--- src/rtl/lsu_mem_ctrl_pkg.sv ---
//------------------------------------------------------------------------------
// +--------------------------------------------------------------------------+
// | Module   : lsu_mem_ctrl_pkg                                              |
// | Purpose  : Shared encodings for the load/store memory controller:        |
// |            access-size codes, FSM state codes, and size helper functions.|
// | Revision : 1.0 - initial release                                         |
// +--------------------------------------------------------------------------+
//------------------------------------------------------------------------------
`default_nettype none

package lsu_mem_ctrl_pkg;

  // Access size encodings carried on req_size
  localparam logic [1:0] SIZE_B = 2'b00;
  localparam logic [1:0] SIZE_H = 2'b01;
  localparam logic [1:0] SIZE_W = 2'b10;
  localparam logic [1:0] SIZE_D = 2'b11;

  // Controller FSM encodings
  localparam int unsigned   STATE_W = 2;
  localparam logic [STATE_W-1:0] ST_IDLE = 2'd0;
  localparam logic [STATE_W-1:0] ST_ACC0 = 2'd1;
  localparam logic [STATE_W-1:0] ST_ACC1 = 2'd2;
  localparam logic [STATE_W-1:0] ST_RESP = 2'd3;

  localparam logic [63:0] ZERO_64 = 64'h0;

  // Number of bytes touched by an access of the given size (1/2/4/8)
  function automatic logic [3:0] size_nbytes(input logic [1:0] size);
    return 4'd1 << size;
  endfunction

  // LSB-aligned byte-enable pattern for an access of the given size
  function automatic logic [7:0] size_mask(input logic [1:0] size);
    logic [7:0] m;
    case (size)
      SIZE_B:  m = 8'h01;
      SIZE_H:  m = 8'h03;
      SIZE_W:  m = 8'h0F;
      default: m = 8'hFF;
    endcase
    return m;
  endfunction

endpackage

`default_nettype wire

--- src/rtl/lsu_mem_ctrl_mem_lane_align.sv ---
//------------------------------------------------------------------------------
// +--------------------------------------------------------------------------+
// | Module   : lsu_mem_ctrl_mem_lane_align                                   |
// | Purpose  : Combinational byte-lane steering. Builds the 16-bit byte      |
// |            enable and 128-bit shifted store data spanning two 8-byte     |
// |            lines, flags line-crossing accesses, and right-aligns and     |
// |            sign/zero-extends load data gathered from {hi,lo} lines.      |
// | Ports    : off_i      byte offset within the line                        |
// |            size_i     access size code                                   |
// |            unsigned_i 1 = zero-extend loads                              |
// |            wdata_i    LSB-aligned store data                             |
// |            lo_i/hi_i  read data of beat 0 / beat 1                       |
// |            mask_o     byte enables for {beat1, beat0}                    |
// |            wsh_o      store data for {beat1, beat0}                      |
// |            rdata_o    extended load result                               |
// |            cross_o    access spills past the end of the 8-byte line      |
// | Revision : 1.0 - initial release                                         |
// +--------------------------------------------------------------------------+
//------------------------------------------------------------------------------
`default_nettype none

module lsu_mem_ctrl_mem_lane_align
  import lsu_mem_ctrl_pkg::*;
(
  input  logic [2:0]   off_i,
  input  logic [1:0]   size_i,
  input  logic         unsigned_i,
  input  logic [63:0]  wdata_i,
  input  logic [63:0]  lo_i,
  input  logic [63:0]  hi_i,
  output logic [15:0]  mask_o,
  output logic [127:0] wsh_o,
  output logic [63:0]  rdata_o,
  output logic         cross_o
);

  logic [5:0]  w_bit_sh;
  logic [3:0]  w_end;
  logic [63:0] w_rsh;
  logic        w_ext;

  assign w_bit_sh = {off_i, 3'b000};

  always_comb begin
    mask_o  = {8'h00, size_mask(size_i)} << off_i;
    wsh_o   = {64'h0, wdata_i} << w_bit_sh;
    // End offset (exclusive) reaches at most 7+8 = 15, fits in 4 bits
    w_end   = {1'b0, off_i} + size_nbytes(size_i);
    cross_o = (w_end > 4'd8);
    // Only the low 64 bits of the shifted pair can hold the loaded value
    w_rsh   = 64'({hi_i, lo_i} >> w_bit_sh);
    w_ext   = 1'b0;
    case (size_i)
      SIZE_B: begin
        w_ext   = ~unsigned_i & w_rsh[7];
        rdata_o = {{56{w_ext}}, w_rsh[7:0]};
      end
      SIZE_H: begin
        w_ext   = ~unsigned_i & w_rsh[15];
        rdata_o = {{48{w_ext}}, w_rsh[15:0]};
      end
      SIZE_W: begin
        w_ext   = ~unsigned_i & w_rsh[31];
        rdata_o = {{32{w_ext}}, w_rsh[31:0]};
      end
      default: rdata_o = w_rsh;
    endcase
  end

endmodule

`default_nettype wire

--- src/rtl/lsu_mem_ctrl.sv ---
//------------------------------------------------------------------------------
// +--------------------------------------------------------------------------+
// | Module   : lsu_mem_ctrl                                                  |
// | Purpose  : Load/store initiator between the MEM stage and data_ram.      |
// |            Accepts one request at a time, drives the RAM for one or two |
// |            beats, and returns aligned, extended load data.              |
// | Config   : LSU_MISALIGN_SPLIT_EN - when defined, line-crossing accesses |
// |            are split into two beats; otherwise they are rejected with   |
// |            rsp_err and never touch the RAM.                              |
// | Ports    : clk, rst_n (async, active low)                                |
// |            req_*  request handshake and payload from the MEM stage       |
// |            rsp_*  single-cycle completion pulse, load data, error        |
// |            ram_*  data_ram control/address/data, ram_rdata is comb       |
// | Revision : 1.0 - initial release                                         |
// +--------------------------------------------------------------------------+
//------------------------------------------------------------------------------
`default_nettype none

module lsu_mem_ctrl
  import lsu_mem_ctrl_pkg::*;
#(
  parameter int ADDR_W = 64,
  parameter int DATA_W = 64
) (
  input  logic              clk,
  input  logic              rst_n,
  input  logic              req_valid,
  output logic              req_ready,
  input  logic              req_we,
  input  logic [1:0]        req_size,
  input  logic              req_unsigned,
  input  logic [ADDR_W-1:0] req_addr,
  input  logic [DATA_W-1:0] req_wdata,
  output logic              rsp_valid,
  output logic [DATA_W-1:0] rsp_rdata,
  output logic              rsp_err,
  output logic              ram_ce,
  output logic              ram_r_ena,
  output logic              ram_w_ena,
  output logic [ADDR_W-1:0] ram_raddr,
  output logic [ADDR_W-1:0] ram_waddr,
  output logic [DATA_W-1:0] ram_wdata,
  output logic [7:0]        ram_sel,
  input  logic [DATA_W-1:0] ram_rdata
);

`ifdef LSU_MISALIGN_SPLIT_EN
  localparam logic C_SPLIT_EN = 1'b1;
`else
  localparam logic C_SPLIT_EN = 1'b0;
`endif

  logic [STATE_W-1:0] state_q, state_d;
  logic               we_q;
  logic [1:0]         size_q;
  logic               uns_q;
  logic [ADDR_W-1:0]  addr_q;
  logic [DATA_W-1:0]  wdata_q;
  logic [DATA_W-1:0]  lo_q;
  logic [DATA_W-1:0]  hi_q;

  logic [15:0]        w_mask;
  logic [127:0]       w_wsh;
  logic [63:0]        w_rdata;
  logic               w_cross;
  logic               w_split;
  logic               w_err;
  logic               w_accept;
  logic [ADDR_W-1:0]  w_line;
  logic [ADDR_W-1:0]  w_line_nxt;

  // All steering works from the latched request so RAM outputs are stable
  lsu_mem_ctrl_mem_lane_align u_align (
    .off_i      (addr_q[2:0]),
    .size_i     (size_q),
    .unsigned_i (uns_q),
    .wdata_i    (wdata_q),
    .lo_i       (lo_q),
    .hi_i       (hi_q),
    .mask_o     (w_mask),
    .wsh_o      (w_wsh),
    .rdata_o    (w_rdata),
    .cross_o    (w_cross)
  );

  assign w_split    = C_SPLIT_EN & w_cross;
  // Without splitting, a crossing access is rejected: no RAM beat, error response
  assign w_err      = ~C_SPLIT_EN & w_cross;
  assign w_accept   = req_valid & req_ready;
  assign w_line     = {addr_q[ADDR_W-1:3], 3'b000};
  assign w_line_nxt = w_line + {{(ADDR_W-4){1'b0}}, 4'd8};

  // State and request/data registers
  always_ff @(posedge clk or negedge rst_n) begin
    if (!rst_n) begin
      state_q <= ST_IDLE;
      we_q    <= 1'b0;
      size_q  <= SIZE_B;
      uns_q   <= 1'b0;
      addr_q  <= '0;
      wdata_q <= '0;
      lo_q    <= '0;
      hi_q    <= '0;
    end else begin
      state_q <= state_d;
      if (w_accept) begin
        we_q    <= req_we;
        size_q  <= req_size;
        uns_q   <= req_unsigned;
        addr_q  <= req_addr;
        wdata_q <= req_wdata;
        hi_q    <= '0;
      end
      if (state_q == ST_ACC0 && !we_q) lo_q <= ram_rdata;
      if (state_q == ST_ACC1 && !we_q) hi_q <= ram_rdata;
    end
  end

  // Next-state logic
  always_comb begin
    state_d = state_q;
    case (state_q)
      ST_IDLE: if (req_valid) state_d = ST_ACC0;
      ST_ACC0: state_d = w_split ? ST_ACC1 : ST_RESP;
      ST_ACC1: state_d = ST_RESP;
      default: state_d = ST_IDLE;
    endcase
  end

  // Output logic
  always_comb begin
    req_ready = (state_q == ST_IDLE);
    rsp_valid = 1'b0;
    rsp_rdata = ZERO_64;
    rsp_err   = 1'b0;
    ram_ce    = 1'b0;
    ram_r_ena = 1'b0;
    ram_w_ena = 1'b0;
    ram_raddr = '0;
    ram_waddr = '0;
    ram_wdata = '0;
    ram_sel   = 8'h00;
    case (state_q)
      ST_ACC0: begin
        // A rejected crossing access passes through ACC0 silently to keep latency fixed
        if (!w_err) begin
          ram_ce    = 1'b1;
          ram_raddr = w_line;
          ram_waddr = w_line;
          ram_sel   = w_mask[7:0];
          ram_wdata = w_wsh[63:0];
          ram_w_ena = we_q;
          ram_r_ena = ~we_q;
        end
      end
      ST_ACC1: begin
        ram_ce    = 1'b1;
        ram_raddr = w_line_nxt;
        ram_waddr = w_line_nxt;
        ram_sel   = w_mask[15:8];
        ram_wdata = w_wsh[127:64];
        ram_w_ena = we_q;
        ram_r_ena = ~we_q;
      end
      ST_RESP: begin
        rsp_valid = 1'b1;
        rsp_err   = w_err;
        if (!we_q && !w_err) rsp_rdata = w_rdata;
      end
      default: ;
    endcase
  end

endmodule

`default_nettype wire

--- config.mk ---
export PLATFORM = sky130hd
export DESIGN_NAME = lsu_mem_ctrl
export DESIGN_NICKNAME = d
export VERILOG_FILES = /design/src/rtl/lsu_mem_ctrl_pkg.sv /design/src/rtl/lsu_mem_ctrl_mem_lane_align.sv /design/src/rtl/lsu_mem_ctrl.sv
export SDC_FILE = /design/constraint.sdc
export NUM_CORES = 1
export LEC_CHECK = 0
export ABC_AREA = 1
export BUFFER_PORTS_ARGS = -buffer_cell sky130_fd_sc_hd__buf_2
export CAP_MARGIN = 10
export CORE_MARGIN = 2
export CORE_UTILIZATION = 35
export CTS_CLUSTER_SIZE = 40
export DETAILED_ROUTE_END_ITERATION = 12
export PLACE_DENSITY = 0.54
export SKIP_CTS_REPAIR_TIMING = 1
export SLEW_MARGIN = 20
export SYNTH_ARGS = -nofsm -noshare
export SYNTH_HDL_FRONTEND = slang
export SYNTH_SLANG_ARGS = --single-unit
export TNS_END_PERCENT = 10
--- constraint.sdc ---
create_clock -name clk -period 2.88 [get_ports clk]
set_input_delay 0.144 -clock clk [delete_from_list [all_inputs] [get_ports clk]]
set_output_delay 0.144 -clock clk [all_outputs]
set_load 0.05 [all_outputs]
== Word level (Yosys, flattened, before mapping) ==
Index checks and enable logic that the tools add are counted.

* Output and inout port bits: 270
* Flip-flop bits (word level): 262
* Input port bits: 199

* Reductions and logical operators: 9
* Eq/ne operators: 6
* Add/subtract/negate cells: 2
* Shifts and indexed selects: 4
* Bitwise gates (word level): 6
* Magnitude comparators: 1
* Mux-type cells: 22

{| class="wikitable"
|+ Operators by type and width
! kind !! count
|-
| two-way mux 64 bit || 6
|-
| case mux 64 bit (2 select lines) || 2
|-
| case mux 64 bit (3 select lines) || 1
|-
| << shifter 64 x 6 -> 128 bit || 1
|-
| >> shifter 128 x 6 -> 64 bit || 1
|-
| adder 64 x 4 -> 64 bit, second input constant || 1
|-
| case mux 8 bit (3 select lines) || 1
|-
| case mux 8 bit (2 select lines) || 1
|-
| << shifter 8 x 3 -> 16 bit || 1
|-
| two-way mux 8 bit || 1
|-
| equality test 2 bit, second input constant || 3
|-
| case mux 1 bit (2 select lines) || 3
|-
| two-way mux 1 bit || 5
|-
| adder 3 x 4 -> 4 bit || 1
|-
| bitwise AND 1 bit || 4
|-
| equality test 2 x 1 -> 1 bit, second input constant || 2
|-
| > comparator 4 bit, second input constant || 1
|-
| logical NOT 2 bit || 2
|-
| case mux 2 bit (2 select lines) || 1
|-
| << shifter 1 x 2 -> 4 bit, first input constant || 1
|-
| logical AND 1 bit || 3
|-
| logical NOT 1 bit || 2
|-
| two-way mux 2 bit || 1
|-
| inequality test 2 bit, second input constant || 1
|-
| other kinds (3) || 4
|}

== Depth between registers and ports, before layout ==
* Depth in word-level cells: 7
* Mapped depth: 16
* Gate-level depth less buffers: 14

== Hierarchy ==
From an unflattened synthesis, not the netlist that was laid out.

* Cells, all modules: 3,320
* Area total of the unflattened synthesis: 21,232.9 um^2

{| class="wikitable"
|+ By module, submodules not included
! module !! area each (um^2) !! times used !! seq. area each (um^2) !! cells an instance
|-
| lsu_mem_ctrl || 14,701.6 || 1 || 6,556.3 || 1,949
|-
| lsu_mem_ctrl_mem_lane_align || 6,531.3 || 1 || 0.0 || 1,371
|}

== Worst setup path after synthesis ==
Ideal clock, no wire load.

* Path kind: reg-to-output
* Start point: register size_q[0]
* End point: output ram_waddr[13]
* Buffers on the path: 3
* Data required time: 2.736 ns
* Slack: -0.667 ns
* Arrival: 3.403 ns
* Stages on the path, launching flop included: 14
* Path through: dfrtp_1 > inv_2 > nand2_1 > clkbuf_1 > inv_1 > ha_1 > ha_1 > nor2_1 > nand3_1 > nand3_2 > nand3_1 > buf_2 > o21ai_0 > buf_4

* Longest elaborated chain between the ends: 5

{| class="wikitable"
|+ Ends and longest elaborated chain
! element !! RTL line !! text
|-
| from (decl) || lsu_mem_ctrl.sv:55 || <nowiki>logic [1:0] size_q;</nowiki>
|-
| from (signal assigned) || lsu_mem_ctrl.sv:108 || <nowiki>size_q <= req_size;</nowiki>
|-
| << shifter 1 x 2 -> 4 bit || lsu_mem_ctrl_pkg.sv:30 || <nowiki>return 4'd1 << size;</nowiki>
|-
| adder 3 x 4 -> 4 bit || lsu_mem_ctrl_mem_lane_align.sv:48 || <nowiki>w_end = {1'b0, off_i} + size_nbytes(size_i);</nowiki>
|-
| > comparator 4 bit || lsu_mem_ctrl_mem_lane_align.sv:49 || <nowiki>cross_o = (w_end > 4'd8);</nowiki>
|-
| two-way mux 64 bit || - ||
|-
| case mux 64 bit (2 select lines) || - ||
|-
| to (decl) || lsu_mem_ctrl.sv:41 || <nowiki>output logic [ADDR_W-1:0] ram_waddr,</nowiki>
|}

Every way passes these cells.

== Final worst setup path ==
* Start point: register size_q[1]
* End point: output ram_waddr[37]

* Longest elaborated chain between the ends: 5

{| class="wikitable"
|+ Ends and longest elaborated chain
! element !! RTL line !! text
|-
| << shifter 1 x 2 -> 4 bit || lsu_mem_ctrl_pkg.sv:30 ||
|-
| adder 3 x 4 -> 4 bit || lsu_mem_ctrl_mem_lane_align.sv:48 ||
|-
| > comparator 4 bit || lsu_mem_ctrl_mem_lane_align.sv:49 ||
|-
| two-way mux 64 bit || lsu_mem_ctrl.sv:146 || <nowiki>if (!w_err) begin</nowiki>
|-
| case mux 64 bit (2 select lines) || lsu_mem_ctrl.sv:143 || <nowiki>case (state_q)</nowiki>
|}

Every way passes these cells.

==> impl_metrics.json <==
{
  "status": "complete, but fails checks",
  "violations": "negative setup slack",
  "grt_pass1_wl_um": 136000,
  "fin_hold_ws_ps": 3.10,
  "grt_antenna_before_repair": 0,
  "layout_setup_ws_ps": -238,
  "first_global_vias": 21100,
  "fin_crit_sh_pct": 108,
  "layout-drive-gt1-share_pct": 27.4,
  "cts_buffer_depth": 3,
  "slowest_delay_ps": 410,
  "grt_overflow": 0,
  "arrival_ps": 2970,
  "viasPerCell": 5.48,
  "setup.worst_path.start_class": "register",
  "ys_ff_latch": 254,
  "finalWirelength_um": 101000,
  "h-tree-depth": 2,
  "cts_tree": "done",
  "synth_cells": 3060,
  "cellPowerDensity_nw_per_um2": 1480,
  "worst_pin_slew_ps": 792,
  "cp_slowest_cell": "dfrtp_1",
  "fp-row-count": 86,
  "hold_violations": 0,
  "gr-usage-all-layers_pct": 31.1,
  "die_w_um": 241,
  "synth_flop_cell": "dfrtp_1",
  "clk_latency_ps": 560,
  "dieArea_um2": 58000,
  "initialDrtViolationCount": 2629,
  "r2r_slack_ps": 640,
  "cts_made_buffers": 34,
  "crit_path_cell_trace": "inv_2 -> buf_4 -> nand3_2 -> nand2_4 -> ha_4 -> nor2_4 -> nand3_4 -> nand3_4 -> buf_12 -> buf_12 -> clkbuf_16 -> nand3_1 -> a21oi_2 -> buf_4",
  "stdcell_area_um2": 28800,
  "fin_util_pct": 52.1,
  "port_buffers": 462,
  "drc_errors": 0,
  "synth_edf_count": 0,
  "p_leak_uw": 0.0133,
  "die_h_um": 241,
  "io_pins": 469,
  "synth_sequential_area_ratio_pct": 32.4,
  "syn_area_um2": 19600,
  "synth_warnings": 0,
  "vias": 24200,
  "async_flop_share_pct": 100,
  "slew_headroom_pct": 47.2,
  "clock_skew_ps": 12.7,
  "clock_sinks": 254,
  "endpoint_kind": "output port",
  "fin_nets": 3851,
  "placed_cell_area_um2": 23100,
  "hold_path_class": "primary input to register",
  "final.min_clock_period_ps": 3120,
  "timing.fmax_ghz": 0.321,
  "coreArea_um2": 55300,
  "syn_area_per_cell_um2": 6.42,
  "finalSetupViolCount": 212,
  "yosysUniqueCellTypes": 38,
  "initial_utilization_pct": 35.5,
  "globalplace.congestion": 0.957,
  "grt_max_degree": 125,
  "post_drt_wl_per_cell_um": 22.9,
  "max_cap_violations": 0,
  "grt_setup_unrepaired": "yes",
  "hpwl_um": 71300,
  "fill_cells": 5476,
  "path_clk_slew_ps": 60,
  "area_growth_pct": 46.8,
  "slew_violations": 0,
  "peakVddDrop_mv": 0.712,
  "cts_root_buf": "clkbuf_16",
  "first_pass_iters": 6,
  "worstSetupPathType": "register to output port",
  "crit_fanout": 6,
  "crit_required_ps": 2740,
  "drtAntennaViolNets": 0
}
-- per-layer routing --
| layer | global-route usage (%) | vias to the layer above | part of all wire, % |
|---|---|---|---|
| li1 | - | 11100 | - |
| met1 | 46.6 | 11600 | 44 |
| met2 | 46.3 | 1286 | 44 |
| met3 | 4.38 | 165 | 8.4 |
| met4 | 8.94 | 0 | 3.2 |
| met5 | 0 | - | 0 |
-- cells by family after synthesis --
group                      Yosys count  share of synthesized area (%)
AOI/OAI and AO/OA                  706                           19.5
adders and majority gates            8                          0.510
buffers and inverters              556                           12.8
DFF                                254                           32.4
muxes                               73                           4.15
other                                1                         0.0191
and+or+nand+nor                   1462                           30.7
-- layout make-up --
type	instances	area, um^2	share of cell area (%)
multi-input combinational	2256	11900	41.4
timing repair buffer	815	7370	25.6
sequential	254	6370	22.1
inverter	283	1090	3.77
clock buffer	52	1010	3.50
tap	748	936	3.25
clock inverter	10	108	0.373
antenna	1	2.50	0.00868
-- worst paths after layout --
kind                                              from                       to  cells after the start
worst max-delay path             size_q[1]$_DFFE_PN0P_            ram_waddr[37]                     14
worst min-delay path                       req_addr[0]    addr_q[0]$_DFFE_PN0P_                      3
worst max register to register  state_q[1]$_DFFE_PN0P_     lo_q[52]$_DFFE_PN0P_                      6
worst min register to register    lo_q[37]$_DFFE_PN0P_     lo_q[37]$_DFFE_PN0P_                      2
max in group asynchronous                        rst_n  wdata_q[41]$_DFFE_PN0P_                      3
min in group asynchronous                        rst_n     lo_q[21]$_DFFE_PN0P_                      2
-- synthesized netlist by cell type, types with 2 or more instances --
library cell  number  area, um^2
nand2_1          733        2750
nor2_1           373        1400
o21ai_0          310        1550
nand3_1          272        1360
inv_1            269        1010
a21oi_1          254        1270
dfrtp_1          254        6360
clkbuf_1         104         390
buf_4             76         571
mux2_2            68         766
o22ai_1           65         407
buf_2             57         285
or2_2             33         206
buf_1             27         101
o21bai_1          20         150
nand4_1           15        93.8
nor3_1            15        75.1
o221ai_1          12         105
a31oi_1           10        62.6
inv_2             10        37.5
and2_1             9        56.3
buf_6              9         101
a22oi_1            8        60.1
ha_1               8         100
o211ai_1           8        60.1
a221oi_1           6        52.6
o211a_1            6        60.1
mux2i_1            5        50.1
nand2_2            5        31.3
o21ai_1            5        25.0
clkinv_1           4        15.0
nand3b_1           3        22.5
nor2_2             2        12.5
-- worst max-delay path, delay by kind of cell, from the launching register on --
kind / cells / cell delay [ps]
AO/OA/AOI/OAI: 1 / 210
adder cells (fa/ha/maj): 1 / 210
buffers and inverters: 6 / 990
flip-flops: 1 / 410
AND/OR/NAND/NOR: 6 / 600
-- cell usage in the layout, fill, tap and decap left out, types with 11 or more instances in the layout --
| cell type | count |
|---|---|
| o21bai_1 | 20 |
| buf_4 | 184 |
| nor3_1 | 13 |
| a21oi_2 | 90 |
| o221ai_1 | 12 |
| o22ai_1 | 65 |
| o21ai_0 | 283 |
| nand3_1 | 249 |
| buf_2 | 221 |
| nand2_1 | 718 |
| mux2_2 | 68 |
| o21ai_1 | 23 |
| clkbuf_16 | 49 |
| nand2_2 | 16 |
| nand3_4 | 14 |
| inv_1 | 262 |
| buf_6 | 143 |
| dfrtp_1 | 248 |
| or2_2 | 33 |
| a21oi_4 | 26 |
| a21oi_1 | 138 |
| dlygate4sd3_1 | 192 |
| nor2_1 | 353 |
| clkbuf_4 | 19 |
| nand3_2 | 11 |
| nand4_1 | 15 |
| nor2_2 | 18 |
| inv_2 | 12 |
| buf_12 | 31 |
-- registers in the layout, summed over array words and instances (netlist names) --
name / count
we_q: 1
hi_q: 56
size_q: 2
state_q: 2
addr_q: 64
wdata_q: 64
uns_q: 1
lo_q: 64
-- stage by stage --
step           setup slack, ps  TNS, ps  power [uW]  instances
6_report                  -238   -18550       42700       4419
5_1_grt                   -329   -41990       44800       4418
4_1_cts                   -596   -70400       36900       4186
3_5_place_dp             0.621        0       32400       4124
3_3_place_gp              95.3        0       32400       4124
2_1_floorplan             -298    -5830       24600       3065
-- report_power, final --
part           switching, uW  internal, uW  leakage (uW)
Combinational          20800         10300       0.00979
Clock                   1810          2530      0.000534
Sequential              1940          5260       0.00303
Total                  24500         18100        0.0133
No activity file was read; power rests on OpenSTA's default activity.
